**src/rtl/lsu_pkg.sv**
```systemverilog
// Shared definitions for the load/store unit: funct3 codes, FSM states and
// the legality / lane-extraction helpers used by the top and the aligner.
package lsu_pkg;

    localparam logic [2:0] F3_B  = 3'b000;
    localparam logic [2:0] F3_H  = 3'b001;
    localparam logic [2:0] F3_W  = 3'b010;
    localparam logic [2:0] F3_BU = 3'b100;
    localparam logic [2:0] F3_HU = 3'b101;

    typedef enum logic [1:0] {
        ST_IDLE = 2'd0,
        ST_WAIT = 2'd1,
        ST_RESP = 2'd2
    } lsu_state_e;

    // True when the size/sign code is defined for the op and the address
    // is naturally aligned for that size.
    function automatic logic access_legal(input logic       store,
                                          input logic [2:0] f3,
                                          input logic [1:0] lane);
        logic ok;
        case (f3)
            F3_B:    ok = 1'b1;
            F3_H:    ok = ~lane[0];
            F3_W:    ok = (lane == 2'b00);
            F3_BU:   ok = ~store;
            F3_HU:   ok = ~store & ~lane[0];
            default: ok = 1'b0;
        endcase
        return ok;
    endfunction

    // Shift the addressed lane down to bit 0, then sign- or zero-extend.
    function automatic logic [31:0] lane_extend(input logic [31:0] rdata,
                                                input logic [1:0]  lane,
                                                input logic [2:0]  f3);
        logic [31:0] s;
        logic [31:0] r;
        s = rdata >> {lane, 3'b000};
        case (f3)
            F3_B:    r = {{24{s[7]}}, s[7:0]};
            F3_H:    r = {{16{s[15]}}, s[15:0]};
            F3_BU:   r = {24'h0, s[7:0]};
            F3_HU:   r = {16'h0, s[15:0]};
            default: r = s;
        endcase
        return r;
    endfunction

endpackage

```
**src/rtl/lsu_align.sv**
```systemverilog
// Combinational lane logic: byte enables and replicated write data for the
// outgoing request, and extraction/extension of the returned read word.
module lsu_align
    import lsu_pkg::*;
(
    input  logic [2:0]  req_funct3,
    input  logic [1:0]  req_lane,
    input  logic [31:0] req_data,
    input  logic [2:0]  rsp_funct3,
    input  logic [1:0]  rsp_lane,
    input  logic [31:0] rsp_rdata,
    output logic [3:0]  be,
    output logic [31:0] wdata,
    output logic [31:0] load_ext
);

    always_comb begin
        be    = 4'b0000;
        wdata = req_data;
        case (req_funct3)
            F3_B, F3_BU: begin
                be    = 4'b0001 << req_lane;
                wdata = {4{req_data[7:0]}};
            end
            F3_H, F3_HU: begin
                be    = 4'b0011 << req_lane;
                wdata = {2{req_data[15:0]}};
            end
            F3_W: be = 4'b1111;
            default: ;
        endcase
    end

    assign load_ext = lane_extend(rsp_rdata, rsp_lane, rsp_funct3);

endmodule

```
**src/rtl/load_store_unit.sv**
```systemverilog
// Load/store unit: turns one decoded load or store into a word-aligned memory
// request, waits for the ack (with timeout) and returns extended load data.
module load_store_unit
    import lsu_pkg::*;
#(
    parameter int ACK_TIMEOUT = 16
) (
    input  logic        clk,
    input  logic        rst,
    input  logic        is_load,
    input  logic        is_store,
    input  logic [2:0]  funct3,
    input  logic [31:0] addr,
    input  logic [31:0] store_data,
    output logic        stall,
    output logic        done,
    output logic [31:0] load_data,
    output logic        fault,
    output logic        mem_req,
    output logic        mem_we,
    output logic [31:0] mem_addr,
    output logic [3:0]  mem_be,
    output logic [31:0] mem_wdata,
    input  logic [31:0] mem_rdata,
    input  logic        mem_ack
);

    localparam int CNT_W = $clog2(ACK_TIMEOUT + 1);
    localparam logic [CNT_W-1:0] CNT_LAST = CNT_W'(ACK_TIMEOUT);

    lsu_state_e       state, state_d;
    logic [CNT_W-1:0] cnt, cnt_d, cnt_inc;
    logic             op_load, op_load_d;
    logic [2:0]       op_f3, op_f3_d;
    logic [1:0]       op_lane, op_lane_d;

    logic             done_d, fault_d, mem_req_d, mem_we_d;
    logic [31:0]      load_data_d, mem_addr_d, mem_wdata_d;
    logic [3:0]       mem_be_d;
    logic             stall_c;

    logic [3:0]       al_be;
    logic [31:0]      al_wdata, al_ext;

    lsu_align u_align (
        .req_funct3 (funct3),
        .req_lane   (addr[1:0]),
        .req_data   (store_data),
        .rsp_funct3 (op_f3),
        .rsp_lane   (op_lane),
        .rsp_rdata  (mem_rdata),
        .be         (al_be),
        .wdata      (al_wdata),
        .load_ext   (al_ext)
    );

    assign cnt_inc = cnt + CNT_W'(1);

    always_comb begin
        state_d     = state;
        cnt_d       = cnt;
        op_load_d   = op_load;
        op_f3_d     = op_f3;
        op_lane_d   = op_lane;
        done_d      = 1'b0;
        fault_d     = 1'b0;
        load_data_d = load_data;
        mem_req_d   = mem_req;
        mem_we_d    = mem_we;
        mem_addr_d  = mem_addr;
        mem_be_d    = mem_be;
        mem_wdata_d = mem_wdata;
        stall_c     = 1'b0;

        case (state)
            ST_IDLE: begin
                mem_req_d = 1'b0;
                if (is_load | is_store) begin
                    if ((is_load ^ is_store) && access_legal(is_store, funct3, addr[1:0])) begin
                        stall_c     = 1'b1;
                        op_load_d   = is_load;
                        op_f3_d     = funct3;
                        op_lane_d   = addr[1:0];
                        mem_req_d   = 1'b1;
                        mem_we_d    = is_store;
                        mem_addr_d  = {addr[31:2], 2'b00};
                        mem_be_d    = al_be;
                        mem_wdata_d = al_wdata;
                        cnt_d       = '0;
                        state_d     = ST_WAIT;
                    end else begin
                        fault_d     = 1'b1;
                        load_data_d = 32'h0;
                    end
                end
            end
            ST_WAIT: begin
                stall_c = 1'b1;
                // An ack on the timeout cycle still wins over the abort.
                if (mem_ack) begin
                    mem_req_d = 1'b0;
                    done_d    = 1'b1;
                    if (op_load)
                        load_data_d = al_ext;
                    state_d = ST_RESP;
                end else if (cnt_inc == CNT_LAST) begin
                    mem_req_d   = 1'b0;
                    fault_d     = 1'b1;
                    load_data_d = 32'h0;
                    cnt_d       = '0;
                    state_d     = ST_IDLE;
                end else begin
                    cnt_d = cnt_inc;
                end
            end
            ST_RESP: begin
                state_d = ST_IDLE;
            end
            default: begin
                mem_req_d = 1'b0;
                state_d   = ST_IDLE;
            end
        endcase
    end

    // Reset forces stall low immediately, even mid-access.
    assign stall = stall_c & rst;

    always_ff @(posedge clk or negedge rst) begin
        if (!rst) begin
            state     <= ST_IDLE;
            cnt       <= '0;
            op_load   <= 1'b0;
            op_f3     <= 3'b000;
            op_lane   <= 2'b00;
            done      <= 1'b0;
            fault     <= 1'b0;
            load_data <= 32'h0;
            mem_req   <= 1'b0;
            mem_we    <= 1'b0;
            mem_addr  <= 32'h0;
            mem_be    <= 4'b0000;
            mem_wdata <= 32'h0;
        end else begin
            state     <= state_d;
            cnt       <= cnt_d;
            op_load   <= op_load_d;
            op_f3     <= op_f3_d;
            op_lane   <= op_lane_d;
            done      <= done_d;
            fault     <= fault_d;
            load_data <= load_data_d;
            mem_req   <= mem_req_d;
            mem_we    <= mem_we_d;
            mem_addr  <= mem_addr_d;
            mem_be    <= mem_be_d;
            mem_wdata <= mem_wdata_d;
        end
    end

endmodule

```
**config.mk**
```make
export PLATFORM = sky130hd
export DESIGN_NAME = load_store_unit
export DESIGN_NICKNAME = d
export VERILOG_FILES = /design/src/rtl/lsu_pkg.sv /design/src/rtl/lsu_align.sv /design/src/rtl/load_store_unit.sv
export SDC_FILE = /design/constraint.sdc
export NUM_CORES = 1
export LEC_CHECK = 0
export ABC_AREA = 1
export CAP_MARGIN = 5
export CORE_UTILIZATION = 45
export DETAILED_ROUTE_END_ITERATION = 8
export GPL_TIMING_DRIVEN = 1
export HOLD_SLACK_MARGIN = 0.02
export PLACE_DENSITY = 0.81
export SYNTH_ARGS = -nofsm -noshare
export SYNTH_HDL_FRONTEND = slang
export SYNTH_SLANG_ARGS = --single-unit
export TNS_END_PERCENT = 50
```
**constraint.sdc**
```tcl
create_clock -name clk -period 1.65 [get_ports clk]
set_input_delay 0.33 -clock clk [delete_from_list [all_inputs] [get_ports clk]]
set_output_delay 0.33 -clock clk [all_outputs]
set_load 0.01 [all_outputs]
```
======== Yosys cells after proc, flatten, opt, wreduce, memory -nomap -nowiden ========
Index checks and enable logic that the tools add are counted.
cells by class
  equality and inequality tests ........... 16
  shift-type cells ........................ 3
  $add $sub $neg .......................... 1
  reductions and logical operators ........ 13
  multiplexer cells ....................... 35
  bitwise gates (word level) .............. 7
operators with widths
  cell                                                                   count
  32-bit 2-to-1 mux                                                      5
  32-bit one-hot mux with 2 select lines                                 2
  32-bit one-hot mux with 4 select lines                                 1
  32-bit by 5-bit >> shifter with 32-bit output                          1
  5-bit 2-to-1 mux                                                       4
  3-bit equality test, second input constant                             4
  1-bit 2-to-1 mux                                                       12
  4-bit one-hot mux with 3 select lines                                  1
  5-bit one-hot mux with 2 select lines                                  1
  2-bit 2-to-1 mux                                                       4
  2-bit != test, second input constant                                   4
  3-bit by 1-bit equality test with 1-bit output, second input constant  2
  3-bit zero test                                                        2
  3-bit != test, second input constant                                   2
  3-bit AND reduction                                                    2
  5-bit by 1-bit adder with 5-bit output, second input constant          1
  5-bit equality test, second input constant                             1
  1-bit one-hot mux with 5 select lines                                  1
  5-bit AND reduction                                                    1
  2-bit zero test                                                        2
  1-bit one-hot mux with 2 select lines                                  2
  2-bit one-hot mux with 2 select lines                                  1
  4-bit AND reduction                                                    1
  2-bit OR reduction                                                     2
  13 further kinds                                                       16
word-level totals
  bits of input ports ..................... 104
  logic and storage cells ................. 88
  output and inout port bits .............. 105
  bits in registers ....................... 115

======== Depth between registers and ports, before layout ========
Gate-level depths: netlist (run 1).
  word-level depth ........................ 10
  depth in mapped cells ................... 12
  depth with buffers taken out ............ 11

======== Hierarchy ========
A second synthesis (run 1) with hierarchy kept.
unflattened totals
  cell total of the unflattened synthesis .. 853
  area, all modules ....................... 6,258.5 sq um
modules (own cells, without submodules)
  module           area an instance (sq um)  times used  sequential area each (sq um)  cells each
  load_store_unit  4,916.0                   1           2,877.8                       596
  lsu_align        1,342.5                   1           0.0                           257

======== Worst setup path before layout (run 1) ========
No wires, ideal clock.
  path kind ............................... input to output
  start point ............................. in funct3[1]
  end point ............................... out stall
  cell stages on the path ................. 8
  path buffers ............................ 3
  setup slack ............................. -0.111 ns
  required time ........................... 1.320 ns
  arrival ................................. 1.431 ns
  cells stage by stage .................... buf_4 -> inv_2 -> nand3_1 -> nand2_1 -> nand3_1 -> buf_2 -> buf_2 -> a21boi_0
between the ends
  word-level cells in the longest chain between the ends .. 9
  elaborated cells on any way between the ends .. 13
RTL lines
  item                                               RTL line                text
  start: declaration                                 load_store_unit.sv:12   input logic [2:0] funct3,
  3-bit equality test, or another cell as far along  lsu_pkg.sv:23           case (f3)
  1-bit one-hot mux with 5 select lines *            lsu_pkg.sv:23
  1-bit 2-to-1 mux *                                 load_store_unit.sv:78   if (is_load | is_store) begin
  1-bit 2-to-1 mux *                                 load_store_unit.sv:75   case (state)
  1-bit logical AND *                                load_store_unit.sv:79   if ((is_load ^ is_store) && access_legal(is_store, funct3, addr[1:0])) begin
  1-bit 2-to-1 mux *                                 load_store_unit.sv:79
  1-bit 2-to-1 mux *                                 load_store_unit.sv:78
  1-bit one-hot mux with 2 select lines *            load_store_unit.sv:75
  1-bit AND *                                        load_store_unit.sv:127  assign stall = stall_c & rst;
  end: declaration                                   load_store_unit.sv:15   output logic stall,
Every way passes the cells marked *; elsewhere a longest branch is shown, timed or not. The select of a mux whose other input is x is not followed.

======== Final worst setup path (run 1) ========
  start point ............................. reg state[0]
  end point ............................... out stall
between the ends
  word-level cells in the longest chain between the ends .. 3
  elaborated cells on any way between the ends .. 4
RTL lines
  item                                                                               RTL line                text
  start: declaration                                                                 load_store_unit.sv:31   lsu_state_e state, state_d;
  start signal: assignment                                                           load_store_unit.sv:145  state <= state_d;
  2-bit by 1-bit equality test with 1-bit output or 2-bit zero test (tied branches)  load_store_unit.sv:75
  1-bit one-hot mux with 2 select lines *                                            load_store_unit.sv:75
  1-bit AND *                                                                        load_store_unit.sv:127
Every way passes the cells marked *; elsewhere a longest branch is shown, timed or not.

==> impl_metrics.yaml, run 1 <==
synth:
  synthDistinctLibCells: 27
  ys_async_sr_fraction_pct: 100
  ys_warn_count: 0
  synth_ff_type: "dfrtp_1"
  netlist_instances: 780
  synth_area_um2: 5720
  netlist_top_cells_area: "dfrtp_1 (50%), nand2_1 (25%), o21ai_0 (6.1%)"
  synth_edf_count: 0
  yosys.area.top_type: "dfrtp_1"
  postSynthAreaPerCell_um2: 7.33
  ys_ff_latch: 115
  seq_area_frac_synth_pct: 50.3
  synth_top_area_share_pct: 50.3
worst_setup_path:
  crit_chain: "inv_2 -> buf_4 -> nor2_4 -> inv_2 -> a21boi_2 -> buf_2"
  path_common_cell: "inv_2"
  worst-path-buf-inv: 4
  cp_data_required_time_ns: 1.32
  worstReg2RegStart: "cnt[1]$_DFFE_PN0P_"
  cp_top_family: "buffers and inverters"
  reg2reg_to: "load_data[25]$_DFFE_PN0P_"
  rrSetupSlack_ns: -0.06
  start_kind: "register"
  cp_slowest_stage_delay_ns: 0.37
  cp-end-kind: "output pin"
  path_class: "reg2out"
  critPathSlowestCell: "dfrtp_1"
  rr_worst_depth: 10
  worstPathArrival_ns: 1.38
  worst-path-max-fanout: 3
sta:
  max_freq_mhz: 586
  max_slew_margin_pct: 57.5
  slew_viol_final: 0
  finalClockSkew_ns: 0.00773
  tightest_slew_ns: 0.638
  hold_viol: 0
  worst_slack_ns: -0.0565
  setup_viol: 33
  finalCriticalPeriod_ns: 1.71
  finalCritPeriodShare_pct: 103
  rsz0062_at_grt: "yes"
outcome:
  status: "complete, but fails checks"
  violations: "negative setup slack"
global_route:
  grt_max_degree: 116
  grt_pass1_wl_um: 27500
  first_global_vias: 5592
  antenna_found_initial: 0
  gr-usage-all-layers_pct: 27.2
  grt_overflow: 0
clocking:
  cts-root-buf: "clkbuf_16"
  clock_latency_ns: 0.40
  hold_buffers: 0
  cts.sinks: 115
  cts_inserted_buffers: 17
  htree_levels: 4
  cts_max_path_buffers: 2
  clkTransAtPathRegs_ns: 0.05
  cts_tree: "done"
placed_design:
  port_buffers: 206
  placed_area_um2: 8270
  dpl.hpwl_um: 11900
  finalWeightedCongestion: 0.927
  dp_cells: 1163
  pre_cts_ws_ns: -0.749
detailed_routing:
  drt_first_pass_iters: 7
  drt_iter0_drc: 635
  drc_errors: 0
  viasPerCell: 5.10
  via_count: 6189
  routed_wl_um: 19400
  ant_nets: 0
  wire_per_inst_um: 16.0
pwr:
  power_uw: 12500
  peakVddDrop_v: 0.000676
  powerDensity_nw_per_um2: 1310
  leakagePower_uw: 0.00555
hold_path:
  hp-class: "in2async"
floorplanning:
  coreArea_um2: 12200
  initial_core_util_pct: 46.8
  io_pins: 209
  die_area_um2: 13200
  fp.dieH_um: 115
  die-width_um: 115
  rows: 40
cells_and_area:
  fin_area_um2: 9560
  final_nets: 1138
  n_antenna_cell: 0
  area_growth_pct: 67.2
  drive_gt1_share_pct: 19.3
  stdcell_count: 1213
run:
  maxCapViolCount: 0
## layout make-up
class | instances | area (um^2)
Timing Repair Buffer | 274 | 2900
Sequential cell | 115 | 2880
Multi-Input combinational cell | 587 | 2810
Fill cell | 831 | 2650
Clock buffer | 19 | 433
Tap cell | 168 | 210
Clock inverter | 13 | 185
Inverter | 37 | 144
## timing repair
item                                    CTS  global route
cloned                                    0             6
gates resized for setup                  55           156
pin swaps                                 8            29
buffers inserted                          6             7
endpoints found under the setup margin  128            97
## sequential cells by signal, indices dropped and copies added, names as in the netlist
register and flops:
mem_req 1, op_f3 3, done 1, mem_wdata 32, op_lane 2, cnt 5
fault 1, mem_be 4, load_data 32, mem_addr 30, state 2, mem_we 1
op_load 1
## placed cells by master (no fill, tap or decap), drive strengths merged
cell,synthesis,final
ha,2,2
nand2,391,391
or2,7,7
bufinv,0,4
dlymetal6s2s,0,56
nand3,37,37
a21oi,35,35
a21boi,1,1
nor2,37,37
clkbuf,12,24
inv,36,37
clkinvlp,0,2
clkdlybuf4s50,0,109
o22ai,1,1
o21ai,70,70
dlygate4sd2,0,39
dfrtp,115,115
conb,1,2
o21a,1,1
nand4,1,1
o31ai,1,1
buf,30,65
clkinv,1,7
a31oi,1,1
## cell usage after synthesis (3+ instances only)
cell type / n
nand2_1: 388
dfrtp_1: 115
o21ai_0: 70
a21oi_1: 35
nand3_1: 35
inv_1: 32
nor2_1: 32
buf_2: 20
clkbuf_1: 11
buf_4: 9
or2_2: 7
inv_2: 4
nand2_2: 3
nor2_4: 3
## through the flow
stage               hold WS, ns  TNS, ns  utilization, %
floorplan                0.0344        0               -
finish                   0.0145   -0.856            78.3
global route             0.0717    -3.30            78.3
CTS                      0.0758  -0.0852            73.0
detailed placement        0.460   -63.56            67.7
global placement          0.456   -61.07            67.7
## cell families after synthesis
| family | count (synthesis) | share of synthesized area, % |
|---|---|---|
| AOI/OAI and AO/OA | 110 | 9.80 |
| other | 1 | 0.0656 |
| DFF | 115 | 50.3 |
| buffers and inverters | 79 | 6.37 |
| adders and majority gates | 2 | 0.438 |
| and+or+nand+nor | 473 | 33.0 |
## worst max path at each step
stage	from	end	slack, ns	depth (start not counted)
6_report	state[0]$_DFFE_PN0P_	stall	-0.06	6
5_1_grt	cnt[1]$_DFFE_PN0P_	load_data[25]$_DFFE_PN0P_	-0.14	10
4_1_cts	state[0]$_DFFE_PN0P_	stall	-0.09	6
3_5_place_dp	is_store	stall	-0.75	7
3_3_place_gp	is_store	stall	-0.75	7
2_1_floorplan	funct3[1]	stall	0.02	8
## metal layers
metal  up-vias  track usage [%]  wire length, um
met1      2834             35.7             7770
met2       354             43.2             9170
li1       2957                -                -
met3        44             8.42             1930
met4         0             8.23              476
met5         -                0                0
## worst reg2reg max path, stage by stage, from the launching register on
cell       delay (ns)
dfrtp_1          0.40
ha_2             0.24
nand2_2          0.06
inv_2            0.08
nand3_4          0.10
nor2_4           0.14
nor2_4           0.06
nor2_4           0.22
clkbuf_16        0.22
nand2_1          0.08
nand2_2          0.05
## power breakdown
group / internal [uW] / switching [uW]
clock: 2530 / 1310
combinational: 2230 / 2510
sequential: 3530 / 439
total: 8280 / 4260
Power figures use the tool's default switching activity.
==> inputs of run 2 (changes only) <==
--- a/config.mk
+++ b/config.mk
@@ -6,8 +6,8 @@
 export NUM_CORES = 1
 export LEC_CHECK = 0
 export ABC_AREA = 1
-export CAP_MARGIN = 5
 export CORE_UTILIZATION = 45
+export CTS_CLUSTER_SIZE = 10
 export DETAILED_ROUTE_END_ITERATION = 8
 export GPL_TIMING_DRIVEN = 1
 export HOLD_SLACK_MARGIN = 0.02
==> results of run 2 <==
The final DEF is identical to that of run 1; final timing and power are the same.
